**config.mk**
```make
export PLATFORM = sky130hd
export DESIGN_NAME = clk_enable_divider
export DESIGN_NICKNAME = d
export VERILOG_FILES = /design/src/rtl/clk_div_pkg.sv /design/src/rtl/clk_div_counter.sv /design/src/rtl/clk_enable_divider.sv
export SDC_FILE = /design/constraint.sdc
export NUM_CORES = 1
export LEC_CHECK = 0
export ABC_AREA = 1
export BUFFER_PORTS_ARGS = -buffer_cell sky130_fd_sc_hd__buf_2
export CAP_MARGIN = 20
export CORE_MARGIN = 3
export CORE_UTILIZATION = 55
export CTS_BUF_LIST = sky130_fd_sc_hd__clkbuf_8
export CTS_CLUSTER_SIZE = 40
export DETAILED_ROUTE_END_ITERATION = 6
export GPL_TIMING_DRIVEN = 0
export PLACE_DENSITY = 0.76
export SETUP_SLACK_MARGIN = 0.1
export SYNTH_ARGS = -nofsm -noshare
export SYNTH_HDL_FRONTEND = slang
export SYNTH_SLANG_ARGS = --single-unit
```
**constraint.sdc**
```tcl
create_clock -name clk -period 2.8 [get_ports clk]
set_input_delay 0.42 -clock clk [delete_from_list [all_inputs] [get_ports clk]]
set_output_delay 0.42 -clock clk [all_outputs]
set_load 0.02 [all_outputs]
```
**src/rtl/clk_div_pkg.sv**
```systemverilog
// Shared definitions for the clock-enable divider: state encoding and divisor helpers.
package clk_div_pkg;

  typedef enum logic [1:0] {
    ST_IDLE = 2'd0,
    ST_RUN  = 2'd1,
    ST_STEP = 2'd2
  } state_e;

  localparam int MIN_DIV = 1;

  // A divisor of zero has no meaning, so it is promoted to the smallest legal value.
  function automatic logic [31:0] sat_div(input logic [31:0] value);
    return (value == 32'd0) ? 32'(MIN_DIV) : value;
  endfunction

endpackage

```
**src/rtl/clk_div_counter.sv**
```systemverilog
// Period counter: advances on enabled cycles, wraps at div_active-1, and emits
// the registered tick pulse and the toggling clk_out.
module clk_div_counter
  import clk_div_pkg::*;
#(
  parameter int WIDTH = 16
) (
  input  logic             clk_i,
  input  logic             reset_i,
  input  logic             advance_i,
  input  logic             clear_i,
  input  logic [WIDTH-1:0] div_active_i,
  output logic             wrap_o,
  output logic             tick_o,
  output logic             clk_out_o
);

  logic [WIDTH-1:0] count_q, count_d;
  logic             tick_q, tick_d;
  logic             clk_out_q, clk_out_d;

  assign wrap_o = advance_i && (count_q == (div_active_i - WIDTH'(MIN_DIV)));

  // clear_i only arrives while idle, so it never competes with a wrap.
  always_comb begin
    count_d   = count_q;
    tick_d    = 1'b0;
    clk_out_d = clk_out_q;
    if (clear_i) begin
      count_d = '0;
    end else if (wrap_o) begin
      count_d   = '0;
      tick_d    = 1'b1;
      clk_out_d = ~clk_out_q;
    end else if (advance_i) begin
      count_d = count_q + WIDTH'(1);
    end
  end

  always_ff @(posedge clk_i) begin
    if (reset_i) begin
      count_q   <= '0;
      tick_q    <= 1'b0;
      clk_out_q <= 1'b0;
    end else begin
      count_q   <= count_d;
      tick_q    <= tick_d;
      clk_out_q <= clk_out_d;
    end
  end

  assign tick_o    = tick_q;
  assign clk_out_o = clk_out_q;

endmodule

```
**src/rtl/clk_enable_divider.sv**
```systemverilog
// Single-clock programmable divider with run/stop/single-step control and a
// shadowed divisor that only changes at period boundaries or while idle.
module clk_enable_divider
  import clk_div_pkg::*;
#(
  parameter int WIDTH       = 16,
  parameter int DEFAULT_DIV = 8
) (
  input  logic             clk,
  input  logic             reset,
  input  logic             run,
  input  logic             step_req,
  output logic             step_ack,
  input  logic             div_load,
  input  logic [WIDTH-1:0] div_value,
  output logic [WIDTH-1:0] div_active,
  output logic             tick,
  output logic             clk_out,
  output logic             busy
);

  state_e           state_q, state_d;
  logic             busy_q;
  logic             step_ack_q;
  logic [WIDTH-1:0] div_active_q, div_active_d;
  logic [WIDTH-1:0] pend_q, pend_d;
  logic             pend_vld_q, pend_vld_d;
  logic [WIDTH-1:0] load_val;
  logic             advance, wrap, clear;

  assign advance  = (state_q == ST_RUN) || (state_q == ST_STEP);
  assign load_val = WIDTH'(sat_div(32'(div_value)));

  clk_div_counter #(.WIDTH(WIDTH)) u_counter (
    .clk_i        (clk),
    .reset_i      (reset),
    .advance_i    (advance),
    .clear_i      (clear),
    .div_active_i (div_active_q),
    .wrap_o       (wrap),
    .tick_o       (tick),
    .clk_out_o    (clk_out)
  );

  always_comb begin
    state_d = state_q;
    case (state_q)
      ST_IDLE: begin
        if (run)           state_d = ST_RUN;
        else if (step_req) state_d = ST_STEP;
      end
      ST_RUN:  if (!run) state_d = ST_IDLE;
      ST_STEP: if (wrap) state_d = run ? ST_RUN : ST_IDLE;
      default: state_d = ST_IDLE;
    endcase
  end

  // A load landing on a wrap is applied immediately; while idle the pending
  // value is applied and the period restarts, keeping a same-cycle load pending.
  always_comb begin
    pend_d       = pend_q;
    pend_vld_d   = pend_vld_q;
    div_active_d = div_active_q;
    clear        = 1'b0;
    if (div_load) begin
      pend_d     = load_val;
      pend_vld_d = 1'b1;
    end
    if (wrap) begin
      if (div_load)        div_active_d = load_val;
      else if (pend_vld_q) div_active_d = pend_q;
      pend_vld_d = 1'b0;
    end else if ((state_q == ST_IDLE) && pend_vld_q) begin
      div_active_d = pend_q;
      pend_vld_d   = div_load;
      clear        = 1'b1;
    end
  end

  always_ff @(posedge clk) begin
    if (reset) begin
      state_q      <= ST_IDLE;
      busy_q       <= 1'b0;
      step_ack_q   <= 1'b0;
      div_active_q <= WIDTH'(DEFAULT_DIV);
      pend_vld_q   <= 1'b0;
    end else begin
      state_q      <= state_d;
      busy_q       <= (state_d == ST_RUN) || (state_d == ST_STEP);
      step_ack_q   <= wrap && (state_q == ST_STEP);
      div_active_q <= div_active_d;
      pend_vld_q   <= pend_vld_d;
    end
  end

  always_ff @(posedge clk) begin
    pend_q <= pend_d;
  end

  assign step_ack   = step_ack_q;
  assign div_active = div_active_q;
  assign busy       = busy_q;

endmodule

```
==> impl_metrics.json, run 1 <==
{
  "routabilityCongestion": 0.852,
  "peakVddDrop_v": 0.000280,
  "overflow": 0,
  "fp-row-count": 27,
  "ys_types": 38,
  "grt_pass1_vias": 2743,
  "critPathSlowestCell": "dfxtp_1",
  "n_antenna_cell": 0,
  "setup_tns_ns": 0,
  "insertion_delay_ns": 0.31,
  "clk_pin_slew_worst_paths_ns": 0.10,
  "synth_cells": 440,
  "hp-class": "in -> reg",
  "htreeDepth": 2,
  "reg2regPathDepth": 16,
  "slew_headroom_pct": 53.4,
  "grtUsageTotal_pct": 20.8,
  "nets": 514,
  "grt_pass1_wl_um": 12100,
  "areaGrowthSynthToFinish_pct": 12.0,
  "ys_seq_area_share_pct": 38.0,
  "setup_ws_ns": 0.273,
  "ys.flop_type": "dfxtp_1",
  "postLayoutCellArea_um2": 3720,
  "drc": 0,
  "path_max_fanout": 10,
  "floorplan.initialDensity_pct": 58.4,
  "syn-cell-area_um2": 3320,
  "setup_viol_count_final": 0,
  "clock_skew_ns": 0.00478,
  "initialDrtViolationCount": 147,
  "preCtsSetupSlack_ns": 0.197,
  "drive_above_1_share_pct": 18.2,
  "crit_buf_inv": 4,
  "synthArstFlopShare_pct": 0,
  "io-pin-count": 41,
  "fmax_mhz": 396,
  "root_buffer": "clkbuf_8",
  "drt_first_pass_iters": 4,
  "p_total_mw": 1.82,
  "tightest_slew_ns": 0.699,
  "crit_chain": "inv_1 -> ha_1 -> clkbuf_4 -> nand3_1 -> nor2_1 -> nand3_1 -> nor2_1 -> nand2_1 -> nor2_4 -> nand3_4 -> o21bai_4 -> nand2_4 -> inv_4 -> buf_6 -> nor2_1 -> nor2_1",
  "ys_warn_count": 0,
  "cts_hold_buf": 0,
  "wl_per_cell_um": 12.3,
  "cts_sinks": 55,
  "ys_ff_latch": 55,
  "avgSynthCellArea_um2": 7.54,
  "coreArea_um2": 5680,
  "grt_setup_unrepaired": "no",
  "status": "finished clean",
  "grt_max_degree": 19,
  "slew_violations": 0,
  "detail-route-antenna-nets": 0,
  "worstSetupEndpointType": "flip-flop",
  "finalHoldViolations": 0,
  "wl_met1_um": 3000,
  "finalCritPeriodShare_pct": 90.2,
  "die_w_um": 83.7,
  "critPathArrivalTime_ns": 2.74,
  "wl_met3_um": 339,
  "required_ns": 3.02,
  "top_layer": "met4",
  "critPathKind": "reg -> reg",
  "fp.dieArea_um2": 7000,
  "path_delay_family": "simple AND/OR/NAND/NOR gates",
  "cts_tree": "done",
  "portBuffers": 40,
  "routed_via_density": 5.22,
  "dpl.hpwl_um": 5540,
  "worstHoldEndpoint": "state_q[1]",
  "slowest_delay_ns": 0.39,
  "r2r-start": "state_q[0]",
  "fin_crit_ns": 2.53,
  "die_h_um": 83.7,
  "final_util_pct": 65.5,
  "synth_edf_count": 16,
  "hold-path-cell-count": 2,
  "antenna_found_initial": 0,
  "cp_common_cell": "nor2_1",
  "leakage_nw": 1.62,
  "routed-wl-met2_um": 3440,
  "placed_cell_area_um2": 3610,
  "cts_made_buffers": 5,
  "via_count": 2921,
  "routed_wl_um": 6890,
  "cap_violations": 0,
  "synth_nets": 467,
  "power.density_nw_per_um2": 490,
  "rrSetupSlack_ns": 0.27,
  "r2r_end": "div_active[12]",
  "clockBufferDepth": 2,
  "min_from": "reset",
  "cp-start-kind": "flip-flop"
}
cells in the mapped netlist, types with 2 or more instances:
cell type,instances,area (um^2)
a21oi_1,11,55.1
dfxtp_1,39,781
clkbuf_1,16,60.1
o21ai_0,26,130
nand4_1,10,62.6
mux2i_1,16,160
nand2_2,8,50.1
ha_1,6,75.1
buf_2,6,30.0
o21bai_1,3,22.5
nor3_1,8,40.0
buf_6,2,22.5
nor3b_1,6,45.0
xor2_1,15,131
nor4_1,5,31.3
nand2_1,78,293
o21ai_1,9,45.0
inv_1,35,131
nor2_1,65,244
xnor2_1,11,96.3
nor2_2,8,50.1
edfxtp_1,16,480
nor2_4,3,33.8
nand3_1,23,115
clkbuf_2,2,10.0
final cells by class:
type	instances	area, um^2
plain buffers	26	125
clock buffers	5	68.8
well taps	72	90.1
multi-input cells	322	1810
fillers	532	1960
repair buffers	40	200
flip-flops and latches	55	1260
clock inverters	3	22.5
inverters	37	141
timing repair:
action | 4_1_cts | 5_1_grt
buffers inserted | 0 | 0
gates resized for setup | 0 | 6
endpoints found under the setup margin | 0 | 28
how the worst max path moves through the flow:
| stage | slack, ns | end | start | depth (start not counted) |
|---|---|---|---|---|
| CTS | 0.17 | u_counter.count_q[14] | state_q[1] | 11 |
| global route | 0.11 | div_active[12] | state_q[0] | 16 |
| finish | 0.27 | div_active[12] | state_q[0] | 16 |
| global placement | 0.23 | u_counter.count_q[14] | state_q[1] | 11 |
| detailed placement | 0.20 | u_counter.count_q[14] | state_q[1] | 11 |
| floorplan | 0.49 | div_active[14] | div_active[0] | 15 |
state kept, by name, indices dropped and copies added, names as in the netlist:
signal and flops:
step_ack 1, pend_q 16, state_q 2, u_counter.count_q 16
u_counter.clk_out_o 1, busy 1, pend_vld_q 1, div_active 16
u_counter.tick_o 1
layout by cell type (no fill, tap or decap), types with 9 or more instances in the layout:
cell type	netlist	layout
dfxtp_1	39	38
nor2_1	65	64
buf_2	6	45
mux2i_1	16	16
edfxtp_1	16	16
a21oi_1	11	11
nand2_1	78	78
o21ai_0	26	26
clkbuf_1	16	16
xnor2_1	11	11
inv_1	35	35
nand4_1	10	10
xor2_1	15	15
nand3_1	23	23
nor2_2	8	9
report_power, final:
part	leakage, nW	switching [mW]	internal (mW)
registers	0.475	0.0570	0.871
logic	1.10	0.277	0.170
clock network	0.0485	0.264	0.180
total	1.62	0.598	1.22
kinds of logic after synthesis:
logic type,after synthesis,synth area share [%]
and+or+nand+nor,220,30.9
buffers and inverters,63,7.96
DFF,55,38.0
AOI/OAI and AO/OA,54,9.20
xor gates and xnor gates,26,6.87
muxes,16,4.83
adders and majority gates,6,2.26
per-layer routing:
layer,track usage (%),up-vias
met2,37.2,59
met5,0,-
met1,25.3,1316
li1,-,1539
met4,5.99,0
met3,3.75,7
through the flow:
stage / cells / hold WS (ns)
after floorplan: 440 / 0.454
after global placement: 552 / 0.436
after detailed placement: 552 / 0.462
after CTS: 560 / 0.345
after global routing: 560 / 0.352
final: 560 / 0.346
Note: power is estimated with default switching activity, not from simulation.
==> inputs of run 2 (changes only) <==
--- a/config.mk
+++ b/config.mk
@@ -8,7 +8,7 @@
 export ABC_AREA = 1
 export BUFFER_PORTS_ARGS = -buffer_cell sky130_fd_sc_hd__buf_2
 export CAP_MARGIN = 20
-export CORE_MARGIN = 3
+export CORE_MARGIN = 2
 export CORE_UTILIZATION = 55
 export CTS_BUF_LIST = sky130_fd_sc_hd__clkbuf_8
 export CTS_CLUSTER_SIZE = 40
==> impl_metrics.json, run 2 (synthesis gave the netlist of run 1 again) <==
{
  "status": "finished clean",
  "root_buffer": "clkbuf_8",
  "coreArea_um2": 5890,
  "cts_made_buffers": 5,
  "grt_setup_unrepaired": "no",
  "final-seq-area_um2": 1260,
  "critPathArrivalTime_ns": 2.68,
  "htreeDepth": 2,
  "routabilityCongestion": 0.867,
  "slowest_delay_ns": 0.40,
  "areaGrowthSynthToFinish_pct": 12.6,
  "overflow": 0,
  "multiInputGateArea_um2": 1820,
  "setup_tns_ns": 0,
  "critPathKind": "reg -> reg",
  "worstSetupEndpointType": "flip-flop",
  "slew_violations": 0,
  "required_ns": 3.01,
  "final.fill_count": 548,
  "initialDrtViolationCount": 114,
  "tightest_slew_ns": 0.655,
  "peakVddDrop_v": 0.000312,
  "portBuffers": 40,
  "detail-route-antenna-nets": 0,
  "layout_common_cells": "nand2_1, nor2_1, buf_2",
  "drc": 0,
  "cap_violations": 0,
  "mostFrequentLayoutCell": "nand2_1",
  "routed_wl_um": 6870,
  "routed_via_density": 5.12,
  "grtUsageTotal_pct": 22.8,
  "crit_chain": "inv_1 -> ha_1 -> buf_2 -> nand3_1 -> nor2_1 -> nand3_1 -> nor2_1 -> nand2_1 -> nor2_4 -> nand3_4 -> o21bai_4 -> nand2_4 -> inv_4 -> buf_6 -> nor2_1 -> nor2_1",
  "hp-class": "in -> reg",
  "path_max_fanout": 10,
  "clock_skew_ns": 0.00774,
  "die_h_um": 81.7,
  "fp.dieArea_um2": 6670,
  "via_count": 2883,
  "hold-path-cell-count": 2,
  "dpl.hpwl_um": 5550,
  "fp-row-count": 28,
  "grt_pass1_wl_um": 11700,
  "power.density_nw_per_um2": 487,
  "cts_tree": "done",
  "grt_pass1_vias": 2639,
  "reg2regPathDepth": 16,
  "grt_max_degree": 19,
  "insertion_delay_ns": 0.31,
  "cts_sinks": 55,
  "slew_headroom_pct": 56.3,
  "cts_hold_buf": 0,
  "n_antenna_cell": 0,
  "r2r-start": "state_q[1]",
  "drt_first_pass_iters": 4,
  "antenna_found_initial": 0,
  "critPathSlowestCell": "dfxtp_2",
  "floorplan.initialDensity_pct": 56.4,
  "nets": 514,
  "setup_viol_count_final": 0,
  "fmax_mhz": 404,
  "finalCritPeriodShare_pct": 88.4,
  "drive_above_1_share_pct": 18.6,
  "preCtsSetupSlack_ns": 0.0375,
  "setup_ws_ns": 0.326,
  "leakage_nw": 1.62,
  "clockBufferDepth": 2,
  "fin_crit_ns": 2.47,
  "min_from": "reset",
  "clk_pin_slew_worst_paths_ns": 0.10,
  "rrSetupSlack_ns": 0.33,
  "finalHoldViolations": 0,
  "cp_common_cell": "nor2_1",
  "crit_path_start": "state_q[1]",
  "cp-start-kind": "flip-flop",
  "wl_per_cell_um": 12.2,
  "die_w_um": 81.7,
  "io-pin-count": 41
}
## run 2: changes by cell type in the layout (fill, tap and decap cells not counted), sizes merged
cell / delta
clkbuf: -1
buf: +1
## run 2: per-layer routing
metal	vias up	track usage (%)	routed length, um
met4	0	6.83	104
met1	1289	27.6	3050
met3	9	4.18	253
li1	1531	-	-
met2	54	40.9	3450
met5	-	0	0
## run 2: worst paths after layout
path / end
worst max-delay path: div_active[15]
worst min register to register: u_counter.clk_out_o
worst max register to register: div_active[15]
worst min-delay path: state_q[0]
## run 2: layout make-up
type | count | share of cell area [%]
tap | 75 | 2.51
inverter | 37 | 3.79
buffer | 26 | 3.28
clock inverter | 3 | 0.603
clock buffer | 5 | 1.84
multi-input combinational | 322 | 48.8
timing repair buffer | 40 | 5.36
sequential | 55 | 33.8
## run 2: metrics by stage
stage                     hold slack, ns  cells  total power, mW  util (%)  instance area (um^2)
after CTS                          0.332    563             1.83      63.0                  3710
after global placement             0.436    555             1.37      61.4                  3610
after global routing               0.331    563             1.94      63.5                  3730
after floorplan                    0.454    440             1.27         -                  3320
final                              0.336    563             1.82      63.5                  3730
after detailed placement           0.449    555             1.39      61.4                  3610
## run 2: power by group
group	leakage [nW]	switching [mW]	internal [mW]
Clock	0.0485	0.265	0.180
Sequential	0.476	0.0563	0.871
Combinational	1.10	0.276	0.171
Total	1.62	0.597	1.22
## run 2: timing repair
| item | 4_1_cts | 5_1_grt |
|---|---|---|
| buffers inserted | 0 | 0 |
| gates cloned | 0 | 0 |
| hold endpoints to repair | 0 | 0 |
| endpoints found under the setup margin | 1 | 27 |
| resized for setup | 1 | 7 |
## run 2: critical path: cells and delay by family (launching register included)
| kind | cells | cell delay [ns] |
|---|---|---|
| AND/OR/NAND/NOR | 10 | 1.01 |
| buffers and inverters | 4 | 0.48 |
| flip-flops | 1 | 0.40 |
| adder cells (fa/ha/maj) | 1 | 0.26 |
| AO/OA/AOI/OAI | 1 | 0.20 |
